--- config.mk ---
export PLATFORM = sky130hd
export DESIGN_NAME = conta_prog_nb
export DESIGN_NICKNAME = d
export VERILOG_FILES = /design/src/rtl/conta_prog_nb.sv
export SDC_FILE = /design/constraint.sdc
export NUM_CORES = 1
export LEC_CHECK = 0
export ABC_AREA = 1
export BUFFER_PORTS_ARGS = -buffer_cell sky130_fd_sc_hd__buf_4
export CORE_MARGIN = 2
export CORE_UTILIZATION = 52
export DETAILED_ROUTE_END_ITERATION = 8
export GPL_ROUTABILITY_DRIVEN = 1
export PLACE_DENSITY = 0.82
export RECOVER_POWER = 100
export SYNTH_ARGS = -nofsm -noshare
export SYNTH_HDL_FRONTEND = slang
export SYNTH_SLANG_ARGS = --single-unit
--- constraint.sdc ---
create_clock -name clk -period 3.23 [get_ports clk]
set_input_delay 0.4845 -clock clk [delete_from_list [all_inputs] [get_ports clk]]
set_output_delay 0.4845 -clock clk [all_outputs]
set_load 0.02 [all_outputs]
--- src/rtl/conta_prog_nb.sv ---
`default_nettype none
// ============================================================================
//  Module      : conta_prog_nb
//  Description : Programmable up/down counter with enable prescaler, sync
//                clear/load, wrap/saturate/one-shot modes, registered tc/done.
//  Revision    : 1.0 - initial release
// ============================================================================
module conta_prog_nb #(
  parameter int WIDTH   = 8,
  parameter int PRESC_W = 4
) (
  input  logic               clk,
  input  logic               rst,
  input  logic               clr,
  input  logic               load,
  input  logic [WIDTH-1:0]   load_val,
  input  logic               ena,
  input  logic               up,
  input  logic [1:0]         mode,
  input  logic [WIDTH-1:0]   limit,
  input  logic [PRESC_W-1:0] presc,
  output logic [WIDTH-1:0]   cuenta,
  output logic               tc,
  output logic               done
);

  localparam logic [WIDTH-1:0]   C_ONE   = {{(WIDTH-1){1'b0}}, 1'b1};
  localparam logic [PRESC_W-1:0] C_P_ONE = {{(PRESC_W-1){1'b0}}, 1'b1};

  typedef enum logic [0:0] {
    ST_RUN  = 1'b0,
    ST_DONE = 1'b1
  } state_t;

  state_t             r_state, w_state_nxt;
  logic [WIDTH-1:0]   r_cuenta, w_cuenta_nxt, w_step_val, w_term;
  logic [PRESC_W-1:0] r_pc, w_pc_nxt;
  logic               r_tc, w_tc_nxt, w_step, w_wrap;

  always_ff @(posedge clk or posedge rst) begin
    if (rst) begin
      r_state  <= ST_RUN;
      r_cuenta <= '0;
      r_pc     <= '0;
      r_tc     <= 1'b0;
    end else begin
      r_state  <= w_state_nxt;
      r_cuenta <= w_cuenta_nxt;
      r_pc     <= w_pc_nxt;
      r_tc     <= w_tc_nxt;
    end
  end

  always_comb begin
    w_wrap = (mode == 2'b00) || (mode == 2'b11);
    w_term = up ? limit : '0;
    // pc above a freshly lowered presc still counts as a match
    w_step = ena && (r_state == ST_RUN) && (r_pc >= presc);

    if (up) begin
      if (r_cuenta >= limit) w_step_val = w_wrap ? '0 : limit;
      else                   w_step_val = r_cuenta + C_ONE;
    end else begin
      if (r_cuenta == '0)    w_step_val = w_wrap ? limit : '0;
      else                   w_step_val = r_cuenta - C_ONE;
    end

    w_state_nxt  = r_state;
    w_cuenta_nxt = r_cuenta;
    w_pc_nxt     = r_pc;
    w_tc_nxt     = 1'b0;

    if (clr) begin
      w_state_nxt  = ST_RUN;
      w_cuenta_nxt = '0;
      w_pc_nxt     = '0;
    end else if (load) begin
      w_state_nxt  = ST_RUN;
      w_cuenta_nxt = load_val;
      w_pc_nxt     = '0;
    end else if (ena && (r_state == ST_RUN)) begin
      if (w_step) begin
        w_pc_nxt     = '0;
        w_cuenta_nxt = w_step_val;
        // saturate holding at the terminal value does not re-pulse
        w_tc_nxt     = (w_step_val == w_term) &&
                       !((mode == 2'b01) && (w_step_val == r_cuenta));
        if ((mode == 2'b10) && (w_step_val == w_term)) w_state_nxt = ST_DONE;
      end else begin
        w_pc_nxt = r_pc + C_P_ONE;
      end
    end
  end

  assign cuenta = r_cuenta;
  assign tc     = r_tc;
  assign done   = (r_state == ST_DONE);

endmodule
`default_nettype wire

# --- Word-level counts from Yosys, hierarchy flattened ---
# Cells that the tools add are included.
op_classes:
  add_sub_neg: 3
  n_reduce_logical: 14
  n_mux: 23
  n_eq_ne: 5
  n_bitwise: 1
  magnitude_cmp: 2
ops:
  columns: ["op", "count"]
  rows:
  - ["2-to-1 mux 8 bit", 10]
  - ["equality test 8 bit", 2]
  - ["2-to-1 mux 4 bit", 4]
  - ["2-to-1 mux 1 bit", 9]
  - ["nonzero test 3 bit", 3]
  - ["adder 8 x 1 -> 8 bit, second input constant", 1]
  - [">= comparator 8 bit", 1]
  - ["logical NOT 8 bit", 1]
  - ["subtractor 8 x 1 -> 8 bit, second input constant", 1]
  - ["logical AND 1 bit", 5]
  - ["adder 4 x 1 -> 4 bit, second input constant", 1]
  - ["equality test 2 bit, second input constant", 2]
  - [">= comparator 4 bit", 1]
  - ["AND reduction 3 bit", 1]
  - ["equality test 2 x 1 -> 1 bit, second input constant", 1]
  - ["logical NOT 2 bit", 1]
  - ["AND reduction 2 bit", 1]
  - ["logical NOT 1 bit", 1]
  - ["logical OR 1 bit", 1]
  - ["inverter 1 bit", 1]
totals:
  regBits: 14
  output_inout_bits: 10
  input_bits: 28
  elab_cells: 52

# --- Longest topological paths before layout ---
# Gate-level depths: netlist (run 1).
depth:
  depth_word: 13
  depth_mapped: 19
  depth_no_buf: 19

# --- Worst setup path after synthesis (run 1) ---
# No wires, ideal clock.
synth_timing:
  path_kind: "register to register"
  startpoint: "register r_cuenta[0], in the netlist cuenta[0]"
  endpoint: "register r_state, in the netlist done"
  setup_slack_ns: 1.079
  stages_incl_launch_ff: 18
  t_required_ns: 3.157
  arrival_ns: 2.078
  n_path_buf: 0
  synth_period_minus_slack_ns: 2.151
  setup_ns: 0.073
  path_cell_list: "dfrtp_1 -> inv_2 -> ha_1 -> nand2_1 -> nor2_1 -> nor2_1 -> nand2_1 -> nand2_2 -> nand2_4 -> nand2_1 -> nand3_1 -> nand2_2 -> nand2_2 -> nand2_1 -> nand2_2 -> nor2_4 -> nand3_2 -> a21oi_2"
synth_between:
  elab_chain_len: 7
  elab_cells_between_ends: 11
  classes_between: "2 x add/sub; 1 x order compare; 1 x eq/ne; 3 x mux; 4 x reduce/logical"
synth_rtl:
  columns: ["element", "line_no", "rtl"]
  rows:
  - ["start, declared", "36", "logic [WIDTH-1:0] r_cuenta, w_cuenta_nxt, w_step_val, w_term;"]
  - ["start signal, assigned", "48", "r_cuenta <= w_cuenta_nxt;"]
  - ["subtractor 8 x 1 -> 8 bit, or another cell as far along", "65", "else w_step_val = r_cuenta - C_ONE;"]
  - ["2-to-1 mux 8 bit (on tied branches)", "64, 61", null]
  - ["2-to-1 mux 8 bit (*)", "60", "if (up) begin"]
  - ["equality test 8 bit (*)", "88", "if ((mode == 2'b10) && (w_step_val == w_term)) w_state_nxt = ST_DONE;"]
  - ["logical AND 1 bit (*)", "88", null]
  - ["nonzero test 3 bit (no source line) (*)", null, null]
  - ["AND reduction 3 bit (no source line) (*)", null, null]
  - ["end signal, assigned", "47", "r_state <= w_state_nxt;"]
  - ["end, declared", "35", "state_t r_state, w_state_nxt;"]
# Mark *: on every way between the ends. The rest lies on a longest branch, timed or not.
# A chain may end at the register's enable or synchronous reset.

# --- Worst setup path in the final report (run 1) ---
layout_timing:
  startpoint: "register r_cuenta[2], in the netlist cuenta[2]"
  endpoint: "register r_state, in the netlist done"
# Same word-level chain as after synthesis.

==> impl_results.rst, run 1 <==
.. list-table::
   :header-rows: 1

   * - Metric
     - Value
   * - Boundary Pins
     - 38
   * - Post-detailed-route DRC marker count
     - 0
   * - Total core area
     - slightly above 0.004 mm2
   * - Synth top area share
     - between 15 and 20%
   * - GPL Wtd Cong
     - roughly 0.9
   * - Total count of hold-check failures in the final report
     - 0
   * - Class of the most critical hold timing path
     - input port to asynchronous set/reset pin
   * - CP max stage delay
     - around 0.69 ns
   * - Least-Margin Pin Slew
     - about 0.56 ns
   * - Total Die Area
     - 0.00473 mm2
   * - Clock Sinks
     - 14
   * - Count of distinct cell types in the synthesized netlist
     - 35
   * - Count of nets after finishing
     - between 400 and 500
   * - Area taken by multi-input logic gates
     - 0.00154 mm2
   * - Reported leakage power
     - between 1 and 1.5 nW
   * - Number of cells on the critical path
     - 16
   * - Initial drt markers
     - around 270
   * - Number of max-cap violations
     - 0
   * - Status
     - finished clean
   * - Total routing usage reported by global routing
     - 25.2%
   * - R2R Path End
     - done$_DFFE_PP0P_
   * - Buffers plus inverters on the worst setup path
     - 0
   * - Unrepaired setup endpoints after global routing
     - no
   * - Initial standard-cell utilization of the core
     - between 50% and 60%
   * - Synth-to-Final Area Change
     - 11.1%
   * - Quantity of gates resized following cts
     - 0
   * - Reg-to-reg slack, setup
     - roughly 0.55 ns
   * - Endpoint class of the critical path
     - register
   * - TritonCTS Buffers
     - 3
   * - Via density
     - between 5 and 6
   * - Setup Skew
     - 0.00383 ns
   * - Worst path most repeated cell
     - nand2_1
   * - Standard-cell rows
     - 23
   * - Kind of critical path
     - register to register
   * - Finish-stage setup viols
     - 0
   * - Gate family responsible for the most delay along the worst path
     - simple AND/OR/NAND/NOR gates
   * - Post-Synthesis Net Count
     - between 300 and 400
   * - Placed wire-length estimate
     - roughly 4.3 mm
   * - Netlist area before placement
     - approximately 0.0022 mm2
   * - Critical Path, Cell by Cell
     - ha_1 -> nand2_1 -> nor2_1 -> nor2_1 -> nand2_1 -> nand2_1 -> nand2_4 -> nand2_1 -> nand3_1 -> nand2_1 -> nand2_2 -> nand2_1 -> nand2_2 -> nor2_4 -> nand3_2 -> a21oi_1
   * - Number of pins with negative max-slew slack in the final report
     - 0
   * - Startpoint of the worst-slack reg-to-reg timing path
     - cuenta[2]$_DFFE_PP0P_
   * - First-pass iteration count of the detailed router
     - 5
   * - Flops & latches, synth
     - 14
   * - Total Neg Setup Slack
     - 0 ns
   * - Post-Route WL
     - 5.31 mm
   * - Count of input and output buffers
     - 37
   * - Post-CTS Hold Fix Bufs
     - 0
   * - Placed Area
     - approximately 0.0024 mm2
   * - Part of the Yosys area used for sequential elements
     - 16.1%
   * - Die Width
     - 68.7 um
   * - Antenna violations before repair
     - 0
   * - Pwr/cell area
     - around 380 mW/mm2
   * - FF-to-FF path depth
     - 16
   * - Global-route wire length before repair
     - ~8.9 mm
   * - Clock tree from TritonCTS
     - yes
   * - Fillers
     - about 400
   * - Gate Count Post-Synth
     - roughly 320
   * - Post-CTS Repair Setup Buffers
     - 0
   * - Crit path arrival time
     - 2.85 ns
   * - Die height
     - between 60 and 70 um
   * - Mean area per synthesized cell
     - 6.75 um2
   * - Final worst path period share
     - 83.0%
   * - Clk Tree Root Cell
     - clkbuf_8
   * - Residual antenna-violating net count after detailed routing
     - 0
   * - Max rail drop VDD
     - ~0.00026 V
   * - Worst path slowest cell
     - dfrtp_1
   * - Worst slew margin
     - a little over three fifths
   * - Crit path time final
     - 2.68 ns
   * - Cell taking the most area after synthesis
     - dfrtp_1
   * - H-tree levels
     - 1
   * - Critical Path RT
     - 3.40 ns
   * - Post-route cell area
     - between 0.002 and 0.0025 mm2
   * - Clock Pin Slew Worst Setup and Hold Paths
     - about 0.06 ns
   * - Worst setup SP type
     - register
   * - Largest fanout on the critical path
     - 11
   * - Number of antenna repair diodes
     - 0
   * - Worst-skew pair later-pin latency
     - about 0.25 ns
   * - Share of layout cells above drive strength 1
     - approximately 22%
   * - Buffer levels on the longest clock path
     - 2
   * - Number of global-route vias before repair
     - 1990
   * - Warnings from Yosys
     - 0
   * - Total number of vias
     - approximately 2200
   * - Area taken by flip-flops and latches
     - between 300 and 400 um2
   * - Maximum number of pins on one net before global-route repair
     - 24
   * - Maximum clock rate
     - 373 MHz
   * - Routed wirelength normalized by instance count
     - about 13 um
   * - Global route overflow
     - 0
   * - Dominant cells by area after synthesis
     - dfrtp_1 (16%), nand2_1 (13%), ha_1 (10%), nand3_1 (8.7%), inv_1 (6.0%)
   * - Final core utilization
     - between 60% and 70%
-- worst max-delay path by stage --
stage	start	end	slack, ns
2_1_floorplan	cuenta[0]$_DFFE_PP0P_	done$_DFFE_PP0P_	1.08
3_3_place_gp	cuenta[3]$_DFFE_PP0P_	tc$_DFF_PP0_	0.73
5_1_grt	cuenta[3]$_DFFE_PP0P_	done$_DFFE_PP0P_	0.29
3_5_place_dp	cuenta[3]$_DFFE_PP0P_	tc$_DFF_PP0_	0.70
6_report	cuenta[2]$_DFFE_PP0P_	done$_DFFE_PP0P_	0.55
4_1_cts	cuenta[3]$_DFFE_PP0P_	tc$_DFF_PP0_	0.68
-- per-stage QoR --
stage | worst slack (ns) | hold WS [ns] | cells | power (mW)
floorplan | 1.08 | 0.374 | 323 | 0.639
global placement | 0.732 | 0.539 | 400 | 0.748
detailed placement | 0.705 | 0.549 | 400 | 0.754
CTS | 0.682 | 0.296 | 404 | 0.927
global route | 0.288 | 0.341 | 404 | 0.989
finish | 0.550 | 0.275 | 404 | 0.916
-- routing by layer --
metal	global-route usage [%]	up-vias	share of wire [%]
met4	7.11	0	1.4
met5	0	-	0
li1	-	1134	-
met2	44.4	78	49
met3	2.11	7	5.4
met1	33.0	999	44
-- cells in the final DEF (no fill, tap or decap), types with 2 or more instances in the layout --
cell and count:
nand2_1 77, nand3_1 38, inv_1 35, nor2_1 35
buf_4 26, ha_1 18, dfrtp_1 14, nand4_1 11
nand2_2 11, xor2_1 10, clkbuf_1 10, inv_2 9
o32ai_1 8, nand3_2 7, o21ai_2 7, a21oi_1 6
o21ai_1 5, o21ai_0 4, clkbuf_8 4, nor2_4 3
nor2_8 3, nand3_4 2
-- synth_stat cells (all sizes together) --
cell type and n:
xor2 10, or2 1, nand3 47, ha 18, inv 45, o21ai 16, o211ai 2, buf 5
a21o 1, o32ai 8, a21oi 6, nand2 89, nand4 11, clkinv 1, a31oi 1, nor2 42
clkbuf 5, nand3b 1, dfrtp 14
-- logic make-up after synthesis --
family                     after synthesis  share of synthesized area, %
and+or+nand+nor                        191                          45.1
buffers and inverters                   56                          13.0
AOI/OAI and AO/OA                       34                          11.5
adders and majority gates               18                          10.3
DFF                                     14                          16.1
xor gates and xnor gates                10                          4.02
-- registers in the layout, summed over array words and instances (netlist names) --
register  flops
cuenta        8
r_pc          4
done          1
tc            1
-- report_power, final --
part	switching [mW]	leakage [nW]	internal (mW)	total, mW
clock network	0.0644	0.0288	0.108	0.172
registers	0.0385	0.186	0.188	0.227
logic	0.333	1.07	0.184	0.517
-- final cells by class --
cell class,count,area share (%)
sequential,14,14.5
multi-input combinational,253,63.5
inverter,46,7.24
clock buffer,4,2.27
tap,50,2.58
timing repair buffer,37,9.92
Note: power is estimated with default switching activity, not from simulation.
==> run 2: changes to the inputs <==
--- a/config.mk
+++ b/config.mk
@@ -5,13 +5,13 @@
 export SDC_FILE = /design/constraint.sdc
 export NUM_CORES = 1
 export LEC_CHECK = 0
-export ABC_AREA = 1
+export ABC_AREA = 0
 export BUFFER_PORTS_ARGS = -buffer_cell sky130_fd_sc_hd__buf_4
 export CORE_MARGIN = 2
 export CORE_UTILIZATION = 52
 export DETAILED_ROUTE_END_ITERATION = 8
 export GPL_ROUTABILITY_DRIVEN = 1
-export PLACE_DENSITY = 0.82
+export PLACE_DENSITY = 0.84
 export RECOVER_POWER = 100
 export SYNTH_ARGS = -nofsm -noshare
 export SYNTH_HDL_FRONTEND = slang
==> constraint.sdc (replaced) <==
create_clock -name clk -period 2.4 [get_ports clk]
set_input_delay 0.36 -clock clk [delete_from_list [all_inputs] [get_ports clk]]
set_output_delay 0.36 -clock clk [all_outputs]
set_load 0.02 [all_outputs]
==> run 2 against run 1 <==
The flow now finishes with violations (negative setup slack). Flip-flop and latch count is the same. Sequential power grew 17%. Global-route usage grew 11 points. Critical path depth shrank 5. Design area grew 51%. Area after synthesis grew 5.7%. First-iteration DRC count grew 33%. Critical endpoint is now tc$_DFF_PP0_.
==> impl_results.rst, run 2 <==
.. list-table::
   :header-rows: 1

   * - Metric
     - Value
   * - Status
     - finished, violations left (was finished clean)
   * - Violated checks
     - negative setup slack
   * - Number of max-cap violations
     - 0 (unchanged)
   * - Pwr/cell area
     - 381 mW/mm2 (was 378 mW/mm2)
   * - Global-route wire length before repair
     - 14.3 mm (was 8.94 mm)
   * - Clock Pin Slew Worst Setup and Hold Paths
     - 0.06 ns (about the same)
   * - Final worst path period share
     - 114% (was 83.0%)
   * - Highest metal layer with signal wires
     - met4 (unchanged)
   * - Most frequent cells in the layout
     - buf_4 (118), nor2_1 (27), inv_1 (20), nand2_1 (19), a21oi_1 (15) (was nand2_1 (77), nand3_1 (38), inv_1 (35), nor2_1 (35), buf_4 (26))
   * - Reported leakage power
     - 1.63 nW (was 1.29 nW)
   * - Synth top area share
     - 15.2% (was 16.1%)
   * - Buffer levels on the longest clock path
     - 2 (unchanged)
   * - Worst Setup Slack, final
     - -0.326 ns (was 0.550 ns)
   * - Part of the Yosys area used for sequential elements
     - 15.2% (was 16.1%)
   * - Endpoint class of the critical path
     - register (unchanged)
   * - Clock Sinks
     - 14 (unchanged)
   * - Synth-to-Final Area Change
     - 58.2% (was 11.1%)
   * - Worst path slowest cell
     - dfrtp_2 (was dfrtp_1)
   * - Cell taking the most area after synthesis
     - dfrtp_1 (unchanged)
   * - Count of distinct cell types in the synthesized netlist
     - 69 (was 35)
   * - Share of layout cells above drive strength 1
     - 50.0% (was 22.0%)
   * - Maximum number of pins on one net before global-route repair
     - 22 (was 24)
   * - Post-detailed-route DRC marker count
     - 0 (unchanged)
   * - Die Width
     - 70.6 um (was 68.7 um)
   * - Count of flip-flops with a built-in enable after synthesis
     - 0 (unchanged)
   * - Maximum clock rate
     - 367 MHz (was 373 MHz)
   * - Wire length on met1
     - 3.70 mm (was 2.35 mm)
   * - Gate Count Post-Synth
     - 290 (was 323)
   * - Count of input and output buffers
     - 37 (unchanged)
   * - Flip-flop count of the largest register after layout
     - 8 (unchanged)
   * - Crit path time final
     - 2.73 ns (was 2.68 ns)
   * - Crit path arrival time
     - 2.91 ns (was 2.85 ns)
   * - Total routing usage reported by global routing
     - 36.6% (was 25.2%)
   * - Met3 routed wirelength
     - 1.13 mm (was 286 um)
   * - Post-synthesis async set-or-reset flop share
     - 100% (unchanged)
   * - Mean area per synthesized cell
     - 7.94 um2 (was 6.75 um2)
   * - Clock tree from TritonCTS
     - yes (unchanged)
   * - Number of antenna repair diodes
     - 0 (unchanged)
   * - Dominant cells by area after synthesis
     - dfrtp_1 (15%), ha_1 (9.8%), nor2_1 (4.7%), xnor2_1 (4.2%), inv_1 (3.7%) (was dfrtp_1 (16%), nand2_1 (13%), ha_1 (10%), nand3_1 (8.7%), inv_1 (6.0%))
   * - Standard-cell rows
     - 24 (was 23)
   * - Max rail drop VDD
     - 0.000348 V (was 0.000259 V)
   * - Final core utilization
     - 84.3% (was 60.1%)
   * - Antenna violations before repair
     - 0 (unchanged)
   * - Setup Skew
     - 0.000826 ns (was 0.00383 ns)
   * - Fillers
     - 274 (was 405)
   * - Netlist area before placement
     - 0.00230 mm2 (was 0.00218 mm2)
   * - Routed wirelength normalized by instance count
     - 21.7 um (was 13.1 um)
   * - Commonest cells post-synth
     - nor2_1 (29), inv_1 (23), nand2_1 (20) (was nand2_1 (75), nand3_1 (38), inv_1 (35), nor2_1 (35), ha_1 (18))
   * - Count of nets after finishing
     - 455 (was 401)
   * - Critical Path, Cell by Cell
     - clkinvlp_4 -> ha_4 -> nor3b_4 -> buf_4 -> nand2_4 -> buf_4 -> nand2_1 -> o32ai_2 -> a41oi_2 -> a2111oi_4 -> o311a_1 (was ha_1 -> nand2_1 -> nor2_1 -> nor2_1 -> nand2_1 -> nand2_1 -> nand2_4 -> nand2_1 -> nand3_1 -> nand2_1 -> nand2_2 -> nand2_1 -> nand2_2 -> nor2_4 -> nand3_2 -> a21oi_1)
   * - Warnings from Yosys
     - 0 (unchanged)
   * - Die height
     - 70.6 um (was 68.7 um)
   * - Post-Route WL
     - 9.99 mm (was 5.31 mm)
   * - Boundary Pins
     - 38 (unchanged)
   * - Finish-stage setup viols
     - 10 (was 0)
   * - Most used standard cell by instance count after synthesis
     - nor2_1 (was nand2_1)
   * - Via density
     - 6.62 (was 5.49)
   * - Metal2 WL
     - 4.69 mm (was 2.60 mm)
   * - Worst-skew pair later-pin latency
     - 0.25 ns (about the same)
   * - CP max stage delay
     - 0.41 ns (was 0.69 ns)
   * - Worst setup SP type
     - register (unchanged)
   * - Worst path most repeated cell
     - buf_4 (was nand2_1)
   * - Post-Synthesis Net Count
     - 336 (was 369)
   * - Initial standard-cell utilization of the core
     - 53.3% (was 54.1%)
   * - Initial drt markers
     - 356 (was 267)
   * - Placed wire-length estimate
     - 6.88 mm (was 4.28 mm)
   * - Global route overflow
     - 0 (unchanged)
   * - Unrepaired setup endpoints after global routing
     - yes (was no)
   * - Worst slew margin
     - 63.8% (was 62.8%)
   * - Post-CTS Hold Fix Bufs
     - 0 (unchanged)
   * - Number of cells on the critical path
     - 11 (was 16)
   * - FF-to-FF path depth
     - 11 (was 16)
   * - Min Hold Slack
     - 0.155 ns (was 0.275 ns)
   * - Kind of critical path
     - register to register (unchanged)
   * - H-tree levels
     - 1 (unchanged)
   * - TritonCTS Buffers
     - 3 (unchanged)
   * - Flops & latches, synth
     - 14 (unchanged)
   * - Buffers plus inverters on the worst setup path
     - 3 (was 0)
   * - Gate family responsible for the most delay along the worst path
     - compound AO/OA/AOI/OAI gates (was simple AND/OR/NAND/NOR gates)
   * - Total Die Area
     - 0.00498 mm2 (was 0.00473 mm2)
   * - Critical Path RT
     - 2.59 ns (was 3.40 ns)
   * - Number of pins with negative max-slew slack in the final report
     - 0 (unchanged)
   * - Most common cell after layout, fill and taps aside
     - buf_4 (was nand2_1)
   * - Number of global-route vias before repair
     - 2844 (was 1990)
   * - Least-Margin Pin Slew
     - 0.542 ns (was 0.557 ns)
   * - Clk Tree Root Cell
     - clkbuf_8 (unchanged)
   * - GPL Wtd Cong
     - 1.01 (was 0.900)
   * - Class of the most critical hold timing path
     - input port to asynchronous set/reset pin (unchanged)
   * - Residual antenna-violating net count after detailed routing
     - 0 (unchanged)
   * - Dominant register cell in the synthesized netlist
     - dfrtp_1 (unchanged)
   * - Total count of hold-check failures in the final report
     - 0 (unchanged)
   * - Total core area
     - 0.00432 mm2 (was 0.00403 mm2)
   * - Total number of vias
     - 3043 (was 2218)
   * - First-pass iteration count of the detailed router
     - 5 (unchanged)
   * - Total Neg Setup Slack
     - -1.79 ns (was 0 ns)
   * - Largest fanout on the critical path
     - 6 (was 11)
-- run 2: logic make-up after synthesis --
| family | synth area share [%] |
|---|---|
| simple gates | 23.6 |
| compound gates | 32.2 |
| buf+inv | 11.0 |
| xor+xnor | 6.84 |
| fa+ha+maj | 9.78 |
| flops | 15.2 |
| mux | 1.36 |
-- run 2: path summary, 6_finish.rpt --
check / from / endpoint / slack [ns]
worst min register to register: done$_DFFE_PP0P_ / done$_DFFE_PP0P_ / 0.56
worst max register to register: cuenta[0]$_DFFE_PP0P_ / tc$_DFF_PP0_ / -0.33
worst min-delay path: rst / r_pc[3]$_DFFE_PP0P_ / 0.15
max in group asynchronous: rst / cuenta[4]$_DFFE_PP0P_ / 1.86
min in group clk: clr / cuenta[4]$_DFFE_PP0P_ / 0.35
worst max-delay path: cuenta[0]$_DFFE_PP0P_ / tc$_DFF_PP0_ / -0.33
-- run 2: cell type report --
type                       count  area, um2  area share (%)
multi-input combinational    235       2060            56.6
inverter                      23       90.1            2.47
timing repair buffer         132       1020            27.9
clock buffer                   4       55.1            1.51
tap                           52       65.1            1.79
sequential                    14        354            9.72
-- run 2: per-stage QoR --
| stage | setup slack, ns | power (mW) | area, um2 | instances |
|---|---|---|---|---|
| 6_report | -0.326 | 1.39 | 3640 | 460 |
| 2_1_floorplan | -0.253 | 0.659 | 2340 | 290 |
| 5_1_grt | -0.386 | 1.44 | 3640 | 460 |
| 4_1_cts | -0.227 | 1.26 | 3400 | 453 |
| 3_5_place_dp | -0.436 | 0.953 | 3120 | 442 |
| 3_3_place_gp | -0.403 | 0.947 | 3120 | 442 |
-- run 2: layer usage --
layer,global-route usage [%],vias to the layer above
li1,-,1324
met1,48.8,1413
met2,61.6,249
met3,4.13,57
met4,13.4,0
met5,0,-
-- run 2: worst register-to-register path: cells and delay by family (launching register included) --
| family | cells | cell delay, ns |
|---|---|---|
| AO/OA/AOI/OAI | 4 | 1.15 |
| adder cells (fa/ha/maj) | 1 | 0.23 |
| flip-flops | 1 | 0.41 |
| buffers and inverters | 3 | 0.51 |
| AND/OR/NAND/NOR | 3 | 0.37 |
-- run 2: repair_timing --
item,CTS,global route
endpoints found under the setup margin,10,10
pin swaps,22,30
gates resized for setup,32,42
hold endpoints to repair,0,0
setup buffers,7,7
-- run 2: where the power goes --
| group | switching [mW] | internal [mW] | total (mW) | leakage [nW] |
|---|---|---|---|---|
| Combinational | 0.467 | 0.426 | 0.893 | 1.42 |
| Sequential | 0.0176 | 0.247 | 0.265 | 0.183 |
| Clock | 0.0868 | 0.145 | 0.232 | 0.0288 |
| Total | 0.571 | 0.819 | 1.39 | 1.63 |
==> run 3: changes to the inputs <==
--- a/config.mk
+++ b/config.mk
@@ -11,7 +11,7 @@
 export CORE_UTILIZATION = 52
 export DETAILED_ROUTE_END_ITERATION = 8
 export GPL_ROUTABILITY_DRIVEN = 1
-export PLACE_DENSITY = 0.84
+export PLACE_DENSITY = 0.81
 export RECOVER_POWER = 100
 export SYNTH_ARGS = -nofsm -noshare
 export SYNTH_HDL_FRONTEND = slang
==> constraint.sdc (replaced) <==
create_clock -name clk -period 3.25 [get_ports clk]
set_input_delay 0.4875 -clock clk [delete_from_list [all_inputs] [get_ports clk]]
set_output_delay 0.4875 -clock clk [all_outputs]
set_load 0.02 [all_outputs]
==> run 3 against run 2 <==
The run now ends clean. Global-route usage is 7.2 points lower. Clock skew is 0.00093 ns higher. Hold slack better by 0.13 ns. Flip-flop and latch count stayed put. Utilization is 24 points lower. Setup slack better by 0.55 ns. Clock-buffer cell count stayed put. Die area stayed put. Register-to-register slack better by 0.55 ns. Final cell count is 18% lower. Sequential power is 26% lower. Critical path type unchanged. Largest cell class unchanged.
==> impl_results.rst, run 3 (synthesis gave the netlist of run 2 again) <==
.. list-table::
   :header-rows: 1

   * - Metric
     - Value
   * - Total count of hold-check failures in the final report
     - 0 (unchanged)
   * - Status
     - finished clean (was finished, violations left)
   * - Flip-flop count of the largest register after layout
     - 8 (unchanged)
   * - Min Hold Slack
     - 0.283 ns (was 0.155 ns)
   * - Residual antenna-violating net count after detailed routing
     - 0 (unchanged)
   * - Via density
     - 6.55 (was 6.62)
   * - Total routing usage reported by global routing
     - 29.4% (was 36.6%)
   * - Worst-skew pair later-pin latency
     - 0.24 ns (was 0.25 ns)
   * - Setup Skew
     - 0.00175 ns (was 0.000826 ns)
   * - Clock Pin Slew Worst Setup and Hold Paths
     - 0.06 ns (about the same)
   * - Share of layout cells above drive strength 1
     - 19.0% (was 50.0%)
   * - Die Width
     - 70.6 um (unchanged)
   * - Clock power share
     - 22.0% (was 16.7%)
   * - Pwr/cell area
     - 293 mW/mm2 (was 381 mW/mm2)
   * - First-pass iteration count of the detailed router
     - 7 (was 5)
   * - Worst setup SP type
     - register (unchanged)
   * - Sequential cell fraction of total power
     - 26.0% (was 19.0%)
   * - Number of max-cap violations
     - 0 (unchanged)
   * - Number of antenna repair diodes
     - 0 (unchanged)
   * - Antenna violations before repair
     - 0 (unchanged)
   * - Global route overflow
     - 0 (unchanged)
   * - Combinational group share of total power
     - 52.0% (was 64.2%)
   * - Reported leakage power
     - 1.14 nW (was 1.63 nW)
   * - H-tree levels
     - 1 (unchanged)
   * - Least-Margin Pin Slew
     - 0.694 ns (was 0.542 ns)
   * - Worst slack at placement
     - 0.179 ns (was -0.436 ns)
   * - Worst Setup Slack, final
     - 0.228 ns (was -0.326 ns)
   * - Clock Sinks
     - 14 (unchanged)
   * - Synth-to-Final Area Change
     - 12.3% (was 58.2%)
   * - Clock tree from TritonCTS
     - yes (unchanged)
   * - Initial standard-cell utilization of the core
     - 53.3% (unchanged)
   * - Startpoint of the worst-slack reg-to-reg timing path
     - cuenta[1]$_DFFE_PP0P_ (was cuenta[0]$_DFFE_PP0P_)
   * - FF-to-FF path depth
     - 9 (was 11)
   * - Largest fanout on the critical path
     - 8 (was 6)
   * - Worst slew margin
     - 53.7% (was 63.8%)
   * - Final core utilization
     - 59.8% (was 84.3%)
   * - Maximum number of pins on one net before global-route repair
     - 30 (was 22)
   * - Crit path arrival time
     - 3.15 ns (was 2.91 ns)
   * - Class of the most critical hold timing path
     - input port to asynchronous set/reset pin (unchanged)
   * - Post-CTS Repair Setup Buffers
     - 0 (was 7)
   * - Global-route wire length before repair
     - 11.7 mm (was 14.3 mm)
   * - Reg-to-reg slack, setup
     - 0.23 ns (was -0.33 ns)
   * - Unrepaired setup endpoints after global routing
     - no (was yes)
   * - Internal portion of total power
     - 447 uW (was 819 uW)
   * - Switching share of total power
     - 41.0% (was 41.1%)
   * - GPL Wtd Cong
     - 1.01 (about the same)
   * - Number of pins with negative max-slew slack in the final report
     - 0 (unchanged)
   * - Initial drt markers
     - 444 (was 356)
   * - R2R Path End
     - tc$_DFF_PP0_ (unchanged)
   * - Total Die Area
     - 0.00498 mm2 (unchanged)
   * - Routed wirelength normalized by instance count
     - 19.0 um (was 21.7 um)
   * - Standard-cell rows
     - 24 (unchanged)
   * - Die height
     - 70.6 um (unchanged)
   * - Final worst path period share
     - 93.0% (was 114%)
   * - Switch Pwr
     - 310 uW (was 571 uW)
   * - Placed Area
     - 0.00258 mm2 (was 0.00312 mm2)
   * - Boundary Pins
     - 38 (unchanged)
   * - Most frequent cells in the layout
     - buf_4 (38), nor2_1 (29), inv_1 (23), nand2_1 (20), ha_1 (18) (was buf_4 (118), nor2_1 (27), inv_1 (20), nand2_1 (19), a21oi_1 (15))
   * - Maximum clock rate
     - 331 MHz (was 367 MHz)
   * - Count of input and output buffers
     - 37 (unchanged)
   * - Post-Route WL
     - 7.18 mm (was 9.99 mm)
   * - Buffer levels on the longest clock path
     - 2 (unchanged)
   * - Number of global-route vias before repair
     - 2368 (was 2844)
   * - Placed wire-length estimate
     - 5.62 mm (was 6.88 mm)
   * - Total Neg Setup Slack
     - 0 ns (was -1.79 ns)
   * - Post-CTS Hold Fix Bufs
     - 0 (unchanged)
   * - Critical Path RT
     - 3.38 ns (was 2.59 ns)
   * - Post-detailed-route DRC marker count
     - 0 (unchanged)
   * - TritonCTS Buffers
     - 3 (unchanged)
   * - Most common cell after layout, fill and taps aside
     - buf_4 (unchanged)
   * - Count of nets after finishing
     - 373 (was 455)
   * - Post-route cell area
     - 0.00259 mm2 (was 0.00364 mm2)
   * - Max rail drop VDD
     - 0.000293 V (was 0.000348 V)
   * - Kind of critical path
     - register to register (unchanged)
   * - Total number of vias
     - 2477 (was 3043)
   * - Crit path time final
     - 3.02 ns (was 2.73 ns)
   * - Clk Tree Root Cell
     - clkbuf_8 (unchanged)
   * - Finish-stage setup viols
     - 0 (was 10)
   * - Total core area
     - 0.00432 mm2 (unchanged)
   * - Endpoint class of the critical path
     - register (unchanged)
   * - Quantity of gates resized following cts
     - 0 (was 32)
run 3: cell count changes in the layout (fill, tap and decap cells not counted), sizes merged:
cell,previous run,this run
buf,128,38
inv,22,23
clkbuf,8,16
clkinvlp,1,0
run 3: how the worst max path moves through the flow:
stage	slack (ns)	start	cells past startpoint	to
floorplan	0.36	limit[6]	10	tc$_DFF_PP0_
finish	0.23	cuenta[1]$_DFFE_PP0P_	9	tc$_DFF_PP0_
global route	0.08	cuenta[0]$_DFFE_PP0P_	9	done$_DFFE_PP0P_
detailed placement	0.18	limit[1]	11	tc$_DFF_PP0_
CTS	0.33	cuenta[1]$_DFFE_PP0P_	11	tc$_DFF_PP0_
global placement	0.20	limit[1]	11	done$_DFFE_PP0P_
run 3: per-stage QoR:
step                instances  total power [mW]
floorplan                 290             0.480
global placement          374             0.590
detailed placement        374             0.587
CTS                       378             0.755
global route              378             0.803
finish                    378             0.757
run 3: final cells by class:
class | instances | area [um2]
clock buffers | 4 | 55.1
multi-input cells | 235 | 1700
repair buffers | 50 | 334
flip-flops and latches | 14 | 350
inverters | 23 | 86.3
fillers | 419 | 1740
well taps | 52 | 65.1
run 3: worst max-delay path: stages (launching register included):
cell and delay [ns]:
dfrtp_1 0.46, ha_1 0.32, nor2b_1 0.13, o211a_1 0.24, o311ai_4 0.51, a21oi_1 0.31
a31oi_1 0.30, xor2_1 0.17, nand4_1 0.12, o311a_1 0.35
run 3: power groups by stage:
stage | Combinational [mW] | Sequential, mW | Clock, mW
5_1_grt | 0.425 | 0.198 | 0.181
6_report | 0.393 | 0.197 | 0.167
3_3_place_gp | 0.391 | 0.200 | 0
4_1_cts | 0.389 | 0.197 | 0.170
2_1_floorplan | 0.277 | 0.203 | 0
3_5_place_dp | 0.388 | 0.200 | 0
run 3: layer usage:
| metal | part of all wire, % | GRT usage [%] | wire [um] |
|---|---|---|---|
| met1 | 42 | 41.2 | 3030 |
| met2 | 44 | 45.0 | 3180 |
| met3 | 9.5 | 4.13 | 683 |
| met4 | 4.0 | 13.6 | 289 |
| met5 | 0 | 0 | 0 |
